## src/rtl/chiplet_types_pkg.sv

```systemverilog
// chiplet_types_pkg
// Shared constants for the endpoint CSR block: register byte offsets,
// STATUS / IRQ bit positions and the read value returned for unmapped
// addresses. No ports; imported by endpoint_csr_ctrl.
package chiplet_types_pkg;

  // Register byte offsets (word aligned)
  localparam logic [31:0] CSR_PKT_START_BASE = 32'h0000_0000;
  localparam logic [31:0] CSR_NODE_ID        = 32'h0000_1000;
  localparam logic [31:0] CSR_TX_SEND        = 32'h0000_1004;
  localparam logic [31:0] CSR_STATUS         = 32'h0000_1008;
  localparam logic [31:0] CSR_RX_COUNT       = 32'h0000_100C;
  localparam logic [31:0] CSR_TXDONE_COUNT   = 32'h0000_1010;
  localparam logic [31:0] CSR_IRQ_EN         = 32'h0000_1014;
  localparam logic [31:0] CSR_IRQ_PEND       = 32'h0000_1018;

  // STATUS fields: [7:0] holds the send FIFO count
  localparam int STATUS_FULL_BIT  = 8;
  localparam int STATUS_EMPTY_BIT = 9;
  localparam int STATUS_OVF_BIT   = 10;
  localparam int STATUS_IRQ_BIT   = 11;

  // IRQ_EN / IRQ_PEND bit positions
  localparam int IRQ_RX_BIT     = 0;
  localparam int IRQ_TXDONE_BIT = 1;
  localparam int IRQ_OVF_BIT    = 2;
  localparam int IRQ_NUM        = 3;

  localparam logic [31:0] BAD_ADDR_DATA = 32'hBAD1_BAD1;

endpackage

```

## src/rtl/send_fifo.sv

```systemverilog
// send_fifo
// Small synchronous FIFO holding queued send-request message IDs.
// Ports:
//   clk, n_rst      : clock, asynchronous active-low reset
//   push, wdata     : enqueue wdata (ignored when full unless popping too)
//   pop             : dequeue head (ignored when empty)
//   rdata           : current head entry (registered storage, no bypass)
//   full, empty     : occupancy flags
//   count           : number of stored entries
module send_fifo #(
  parameter int  WIDTH = 2,
  parameter int  DEPTH = 4,
  localparam int PTR_W = $clog2(DEPTH),
  localparam int CNT_W = $clog2(DEPTH + 1)
) (
  input  logic             clk,
  input  logic             n_rst,
  input  logic             push,
  input  logic             pop,
  input  logic [WIDTH-1:0] wdata,
  output logic [WIDTH-1:0] rdata,
  output logic             full,
  output logic             empty,
  output logic [CNT_W-1:0] count
);

  logic [WIDTH-1:0] mem_q [DEPTH];
  logic [WIDTH-1:0] mem_d [DEPTH];
  logic [PTR_W-1:0] wr_ptr_q, wr_ptr_d;
  logic [PTR_W-1:0] rd_ptr_q, rd_ptr_d;
  logic [CNT_W-1:0] count_q, count_d;
  logic             do_push, do_pop;

  assign full    = (count_q == CNT_W'(DEPTH));
  assign empty   = (count_q == '0);
  assign do_pop  = pop && !empty;
  // A full FIFO can still take a push when the head leaves in the same cycle
  assign do_push = push && (!full || do_pop);
  assign rdata   = mem_q[rd_ptr_q];
  assign count   = count_q;

  always_comb begin
    mem_d    = mem_q;
    wr_ptr_d = wr_ptr_q;
    rd_ptr_d = rd_ptr_q;
    count_d  = count_q;
    // Pointers wrap naturally because DEPTH is a power of two
    if (do_push) begin
      mem_d[wr_ptr_q] = wdata;
      wr_ptr_d        = wr_ptr_q + 1'b1;
    end
    if (do_pop) begin
      rd_ptr_d = rd_ptr_q + 1'b1;
    end
    case ({do_push, do_pop})
      2'b10:   count_d = count_q + 1'b1;
      2'b01:   count_d = count_q - 1'b1;
      default: count_d = count_q;
    endcase
  end

  // Storage is reset too so the head reads 0 straight out of reset
  always_ff @(posedge clk or negedge n_rst) begin
    if (!n_rst) begin
      for (int i = 0; i < DEPTH; i++) begin
        mem_q[i] <= '0;
      end
      wr_ptr_q <= '0;
      rd_ptr_q <= '0;
      count_q  <= '0;
    end else begin
      mem_q    <= mem_d;
      wr_ptr_q <= wr_ptr_d;
      rd_ptr_q <= rd_ptr_d;
      count_q  <= count_d;
    end
  end

endmodule

```

## src/rtl/endpoint_csr_ctrl.sv

```systemverilog
// endpoint_csr_ctrl
// Endpoint control/status registers between the peripheral bus and the
// TX/RX datapath: packet start addresses, node ID, queued send requests,
// RX / TX-done event counters and a maskable registered interrupt.
// Ports:
//   clk, n_rst                 : clock, asynchronous active-low reset
//   bus_addr/wen/ren/wdata     : single-cycle register access (write wins)
//   bus_rdata, bus_error       : combinational read data / access error
//   bus_request_stall          : always 0
//   node_id, pkt_start_addr    : configuration outputs
//   send_valid, send_msg_id    : head of send-request queue
//   send_ready                 : TX FSM takes the head entry
//   tx_done, rx_pkt_done       : event pulses
//   irq                        : registered interrupt
module endpoint_csr_ctrl
  import chiplet_types_pkg::*;
#(
  parameter int  NUM_MSGS        = 4,
  parameter int  CACHE_NUM_WORDS = 128,
  parameter int  SEND_FIFO_DEPTH = 4,
  parameter int  CNT_WIDTH       = 16,
  localparam int ADDR_WIDTH      = $clog2(CACHE_NUM_WORDS) + 2,
  localparam int MSG_W           = $clog2(NUM_MSGS)
) (
  input  logic                           clk,
  input  logic                           n_rst,
  input  logic [31:0]                    bus_addr,
  input  logic                           bus_wen,
  input  logic                           bus_ren,
  input  logic [31:0]                    bus_wdata,
  output logic [31:0]                    bus_rdata,
  output logic                           bus_error,
  output logic                           bus_request_stall,
  output logic [7:0]                     node_id,
  output logic [NUM_MSGS*ADDR_WIDTH-1:0] pkt_start_addr,
  output logic                           send_valid,
  output logic [MSG_W-1:0]               send_msg_id,
  input  logic                           send_ready,
  input  logic                           tx_done,
  input  logic                           rx_pkt_done,
  output logic                           irq
);

  localparam int FCNT_W = $clog2(SEND_FIFO_DEPTH + 1);
  localparam logic [CNT_WIDTH-1:0] CNT_MAX = '1;

  logic [ADDR_WIDTH-1:0] pkt_q [NUM_MSGS];
  logic [ADDR_WIDTH-1:0] pkt_d [NUM_MSGS];
  logic [7:0]            node_id_q, node_id_d;
  logic                  ovf_q, ovf_d;
  logic [CNT_WIDTH-1:0]  rx_cnt_q, rx_cnt_d, tx_cnt_q, tx_cnt_d;
  logic [IRQ_NUM-1:0]    irq_en_q, irq_en_d, irq_pend_q, irq_pend_d;
  logic                  irq_q, irq_d;

  logic [31:0]       word_addr, pkt_off, status_word;
  logic [MSG_W-1:0]  pkt_idx;
  logic              mapped;
  logic              wr_pkt, wr_node, wr_send, wr_status;
  logic              wr_rx, wr_tx, wr_en, wr_pend;
  logic [IRQ_NUM-1:0] irq_events, irq_w1c;

  logic              fifo_full, fifo_empty, fifo_push, fifo_pop;
  logic              send_id_ok, ovf_event;
  logic [FCNT_W-1:0] fifo_count;
  logic [MSG_W-1:0]  fifo_head;

  logic unused_addr_bits;
  assign unused_addr_bits = ^bus_addr[1:0];

  assign word_addr = {bus_addr[31:2], 2'b00};
  assign pkt_off   = word_addr - CSR_PKT_START_BASE;
  assign pkt_idx   = pkt_off[2 +: MSG_W];

  always_comb begin
    status_word                   = '0;
    status_word[7:0]              = 8'(fifo_count);
    status_word[STATUS_FULL_BIT]  = fifo_full;
    status_word[STATUS_EMPTY_BIT] = fifo_empty;
    status_word[STATUS_OVF_BIT]   = ovf_q;
    status_word[STATUS_IRQ_BIT]   = irq_q;
  end

  // Address decode, write strobes and combinational read mux
  always_comb begin
    mapped    = 1'b1;
    wr_pkt    = 1'b0;
    wr_node   = 1'b0;
    wr_send   = 1'b0;
    wr_status = 1'b0;
    wr_rx     = 1'b0;
    wr_tx     = 1'b0;
    wr_en     = 1'b0;
    wr_pend   = 1'b0;
    bus_rdata = '0;
    if (pkt_off < 32'(NUM_MSGS * 4)) begin
      wr_pkt    = bus_wen;
      bus_rdata = 32'(pkt_q[pkt_idx]);
    end else begin
      case (word_addr)
        CSR_NODE_ID: begin
          wr_node   = bus_wen;
          bus_rdata = {24'd0, node_id_q};
        end
        CSR_TX_SEND:      wr_send = bus_wen;
        CSR_STATUS: begin
          wr_status = bus_wen;
          bus_rdata = status_word;
        end
        CSR_RX_COUNT: begin
          wr_rx     = bus_wen;
          bus_rdata = 32'(rx_cnt_q);
        end
        CSR_TXDONE_COUNT: begin
          wr_tx     = bus_wen;
          bus_rdata = 32'(tx_cnt_q);
        end
        CSR_IRQ_EN: begin
          wr_en     = bus_wen;
          bus_rdata = 32'(irq_en_q);
        end
        CSR_IRQ_PEND: begin
          wr_pend   = bus_wen;
          bus_rdata = 32'(irq_pend_q);
        end
        default: begin
          mapped    = 1'b0;
          bus_rdata = BAD_ADDR_DATA;
        end
      endcase
    end
  end

  // Send queue control: an in-range ID pushes unless the queue is full and
  // nothing leaves this cycle, in which case it is dropped as an overflow.
  assign send_id_ok = (bus_wdata < 32'(NUM_MSGS));
  assign fifo_pop   = !fifo_empty && send_ready;
  assign fifo_push  = wr_send && send_id_ok && (!fifo_full || fifo_pop);
  assign ovf_event  = wr_send && send_id_ok && fifo_full && !fifo_pop;

  assign bus_error = ((bus_wen || bus_ren) && !mapped)
                   || (wr_send && !send_id_ok)
                   || ovf_event;
  assign bus_request_stall = 1'b0;

  send_fifo #(
    .WIDTH (MSG_W),
    .DEPTH (SEND_FIFO_DEPTH)
  ) u_send_fifo (
    .clk   (clk),
    .n_rst (n_rst),
    .push  (fifo_push),
    .pop   (fifo_pop),
    .wdata (bus_wdata[MSG_W-1:0]),
    .rdata (fifo_head),
    .full  (fifo_full),
    .empty (fifo_empty),
    .count (fifo_count)
  );

  // Saturating event counter; a clear coinciding with an event leaves 1
  function automatic logic [CNT_WIDTH-1:0] cnt_next(
    input logic [CNT_WIDTH-1:0] cur,
    input logic                 ev,
    input logic                 clr
  );
    if (clr) begin
      return CNT_WIDTH'(ev);
    end else if (ev && (cur != CNT_MAX)) begin
      return cur + 1'b1;
    end
    return cur;
  endfunction

  always_comb begin
    irq_events                 = '0;
    irq_events[IRQ_RX_BIT]     = rx_pkt_done;
    irq_events[IRQ_TXDONE_BIT] = tx_done;
    irq_events[IRQ_OVF_BIT]    = ovf_event;
    irq_w1c = wr_pend ? bus_wdata[IRQ_NUM-1:0] : '0;

    pkt_d = pkt_q;
    if (wr_pkt) begin
      pkt_d[pkt_idx] = {bus_wdata[ADDR_WIDTH-1:2], 2'b00};
    end
    node_id_d  = wr_node ? bus_wdata[7:0] : node_id_q;
    // A new overflow beats a same-cycle clear
    ovf_d      = ovf_event || (ovf_q && !(wr_status && bus_wdata[STATUS_OVF_BIT]));
    rx_cnt_d   = cnt_next(rx_cnt_q, rx_pkt_done, wr_rx);
    tx_cnt_d   = cnt_next(tx_cnt_q, tx_done, wr_tx);
    irq_en_d   = wr_en ? bus_wdata[IRQ_NUM-1:0] : irq_en_q;
    irq_pend_d = (irq_pend_q & ~irq_w1c) | irq_events;
    irq_d      = |(irq_pend_q & irq_en_q);
  end

  always_ff @(posedge clk or negedge n_rst) begin
    if (!n_rst) begin
      for (int i = 0; i < NUM_MSGS; i++) begin
        pkt_q[i] <= '0;
      end
      node_id_q  <= '0;
      ovf_q      <= 1'b0;
      rx_cnt_q   <= '0;
      tx_cnt_q   <= '0;
      irq_en_q   <= '0;
      irq_pend_q <= '0;
      irq_q      <= 1'b0;
    end else begin
      pkt_q      <= pkt_d;
      node_id_q  <= node_id_d;
      ovf_q      <= ovf_d;
      rx_cnt_q   <= rx_cnt_d;
      tx_cnt_q   <= tx_cnt_d;
      irq_en_q   <= irq_en_d;
      irq_pend_q <= irq_pend_d;
      irq_q      <= irq_d;
    end
  end

  for (genvar gi = 0; gi < NUM_MSGS; gi++) begin : g_pkt_out
    assign pkt_start_addr[gi*ADDR_WIDTH +: ADDR_WIDTH] = pkt_q[gi];
  end

  assign node_id     = node_id_q;
  assign send_valid  = !fifo_empty;
  assign send_msg_id = fifo_head;
  assign irq         = irq_q;

endmodule
```

## config.mk

```make
export PLATFORM = sky130hd
export DESIGN_NAME = endpoint_csr_ctrl
export DESIGN_NICKNAME = d
export VERILOG_FILES = /design/src/rtl/chiplet_types_pkg.sv /design/src/rtl/send_fifo.sv /design/src/rtl/endpoint_csr_ctrl.sv
export SDC_FILE = /design/constraint.sdc
export NUM_CORES = 1
export LEC_CHECK = 0
export BUFFER_PORTS_ARGS = -buffer_cell sky130_fd_sc_hd__buf_2
export CAP_MARGIN = 0
export CORE_ASPECT_RATIO = 1.1
export CORE_UTILIZATION = 57
export CTS_CLUSTER_SIZE = 20
export DETAILED_ROUTE_END_ITERATION = 6
export GPL_TIMING_DRIVEN = 0
export PLACE_DENSITY_LB_ADDON = 0.2
export SYNTH_ARGS = -nofsm -noshare
export SYNTH_HDL_FRONTEND = slang
export SYNTH_SLANG_ARGS = --single-unit
export TNS_END_PERCENT = 5
```

## constraint.sdc

```tcl
create_clock -name clk -period 9.6 [get_ports clk]
set_input_delay 2.88 -clock clk [delete_from_list [all_inputs] [get_ports clk]]
set_output_delay 2.88 -clock clk [all_outputs]
set_load 0.005 [all_outputs]
```

==> impl_metrics.csv <==
group,metric,value,unit
clocking,clkLatencyLatePin,0.36,ns
sta,worst_hold_slack,0.512,ns
worst_hold_path,hold_class,"reg2reg",
sta,grt_setup_unrepaired,"no",
routing,wl_per_cell,18.6,microns
critical_path,critical_path_class,"in2out",
clocking,clk_pin_slew,0.09,ns
routing,remaining_drc_errors,0,
synth,synth_area,0.00540,sq mm
global_route,grt_pass1_wl,24100,microns
flow_run,cap_violations,0,
routing,postRouteAntennaNets,0,
synth,synth-edff-count,0,
power,vdd_ir_drop_max,112,uV
floorplanning,die_area,0.00987,sq mm
placed_design,gp_congestion,0.949,
synth,yosysSeqAreaShare,42.1,%
floorplanning,row_count,36,
finish,final_util,71.8,%
synth,synth_area_per_cell,10.2,sq um
routing,drtIter0Drc,526,
synth,ys_seq_elements,91,
power,power.leakage,3.06,nW
global_route,grt_usage,32.1,%
floorplanning,coreArea,0.00901,sq mm
power,powerDensity,141,mW/mm^2
synth,yosys_warnings,0,
finish,n_antenna_cell,0,
critical_path,crit_path_max_incr_delay,0.66,ns
sta,clock.fmax,118,MHz
global_route,grt_overflow,0,
critical_path,path_cells,"buf_2, nor4_1, nand4_1, buf_2, nor3_1, clkbuf_1, o2bb2ai_1, a21oi_1, buf_2",
sta,hold_viol_final,0,
critical_path,cp_common_cell,"buf_2",
routing,vias,4932,
sta,finClkSkew,0.00311,ns
critical_path,startpoint_type,"primary input",
synth,synthCells,531,
routing,firstDrtPassIters,7,
clocking,cts_max_level,3,
sta,finalSetupTns,0,ns
synth,yosysUniqueCellTypes,62,
sta,maxSlewHeadroom,27.0,%
clocking,cts_setup_buffers,0,
critical_path,required,6.72,ns
global_route,grt_max_degree,49,
synth,synth_ff_type,"dfrtp_1",
critical_path,cp-end-kind,"output port",
placed_design,io_buffer_count,133,
finish,area_growth_syn_to_layout,19.7,%
routing,wirelength,15000,microns
sta,slew_violations,0,
sta,period_share,88.4,%
critical_path,slowest_stage,"nor3_1",
floorplanning,initial_core_util,60.0,%
critical_path,cp.arrival,5.61,ns
outcome,status,"finished clean",
sta,worstMarginPinSlew,1.09,ns
sta,period_minus_slack,8.49,ns
clocking,cts_made_buffers,9,
clocking,ctsRootBufferMaster,"clkbuf_8",
critical_path,path_max_fanout,10,
sta,setup_viol,0,
clocking,cts_tree,"done",
clocking,postCtsHoldBufs,0,
synth,async_flop_share,100,%
global_route,grt_pass1_vias,4748,
clocking,post_cts_resized,0,
global_route,antenna_found_initial,0,
clocking,clockBufferDepth,2,
floorplanning,die_h,104,microns
floorplanning,die_w,94.8,microns
finish,fill_cells,711,
clocking,cts.sinks,91,
power,power,0.909,mW
routing,vias_per_cell,6.09,
floorplanning,ios,153,
placed_design,dp_hpwl,11400,microns
finish,drive_above_1_share,36.2,%
finish,final_nets,770,
state kept, by name (all words and copies together) (netlist names), 3 cells and up:
name               flops
pkt_start_addr        28
irq_pend_q             3
node_id                8
u_send_fifo.mem_q      8
tx_cnt_q              16
irq_en_q               3
u_send_fifo.count      3
rx_cnt_q              16
worst paths after layout:
check,start,end,slack (ns),depth (start not counted)
max,bus_addr[29],bus_error,1.11,9
min,u_send_fifo.mem_q[6],u_send_fifo.mem_q[6],0.51,1
max reg2reg,rx_cnt_q[9],rx_cnt_q[0],7.23,7
min reg2reg,u_send_fifo.mem_q[6],u_send_fifo.mem_q[6],0.51,1
max in group asynchronous,n_rst,node_id[4],6.45,2
min in group asynchronous,n_rst,rx_cnt_q[9],2.50,1
placed cells by master (no fill, tap or decap), types with 5 or more instances in the layout:
| cell type | count |
|---|---|
| a21oi_1 | 22 |
| mux4_2 | 9 |
| nor4_2 | 5 |
| clkbuf_1 | 17 |
| or4_1 | 5 |
| nand3_1 | 17 |
| ha_1 | 7 |
| mux2i_1 | 8 |
| mux2_2 | 49 |
| nor4_1 | 12 |
| xnor2_1 | 23 |
| nor4b_1 | 5 |
| and3_1 | 6 |
| nand2_1 | 49 |
| a211oi_1 | 7 |
| buf_4 | 26 |
| clkbuf_8 | 9 |
| conb_1 | 16 |
| nand4_1 | 16 |
| buf_2 | 135 |
| dfrtp_1 | 91 |
| nor2_1 | 39 |
| o21ai_0 | 12 |
| xor2_1 | 5 |
| inv_1 | 15 |
| nor3_1 | 18 |
final cells by class:
cell class                      count  area (sq um)  share of cell area [%]
Multi-Input combinational cell    392          2840                    43.9
Timing Repair Buffer              134           696                    10.8
Tap cell                          114           143                    2.21
Sequential cell                    91          2280                    35.2
Buffer                             47           282                    4.35
Inverter                           16          60.1                   0.928
Clock inverter                      6          42.5                   0.658
Clock buffer                       10           128                    1.97
Yosys cell counts, drive strengths merged, types with 9 or more instances:
master,instances,area share (%)
nand4,16,1.9
a21oi,22,2.0
nor2,39,2.7
nor3,20,2.2
mux2,49,10
buf,31,4.1
dfrtp,91,42
o21ai,13,1.2
nand2,49,3.4
clkbuf,16,1.1
nor4,17,2.5
nand3,18,1.8
inv,15,1.0
mux4,9,3.8
xnor2,23,3.7
layer usage:
layer / GRT usage (%) / up-vias / part of all wire, %
met1: 41.1 / 2383 / 40
li1: - / 2250 / -
met3: 7.02 / 43 / 7.8
met4: 14.4 / 0 / 3.8
met2: 51.6 / 256 / 48
met5: 0 / - / 0
power breakdown:
part           switching (mW)  internal (mW)  leakage, nW
Combinational          0.0939         0.0860         1.78
Clock                   0.142         0.0942       0.0822
Sequential             0.0695          0.423         1.20
metrics by stage:
stage,worst slack [ns],cells,area [sq um]
after floorplan,2.30,546,5460
after global placement,1.38,793,6270
after detailed placement,1.33,794,6300
after CTS,1.32,810,6470
after global routing,1.12,810,6470
final,1.11,810,6470
worst max-delay path, delay by kind of cell:
kind / cells / cell delay [ns]
compound gates: 2 / 0.26
buf+inv: 4 / 1.02
simple gates: 3 / 1.45
kinds of logic after synthesis:
logic type      Yosys count  share of synthesized area, %
simple gates            196                          19.5
flops                    91                          42.1
mux                      66                          15.4
other cells               1                        0.0694
xor+xnor                 28                          4.54
buf+inv                  63                          6.32
fa+ha+maj                 8                          1.99
compound gates           78                          10.0
Note: power is estimated with default switching activity, not from simulation.
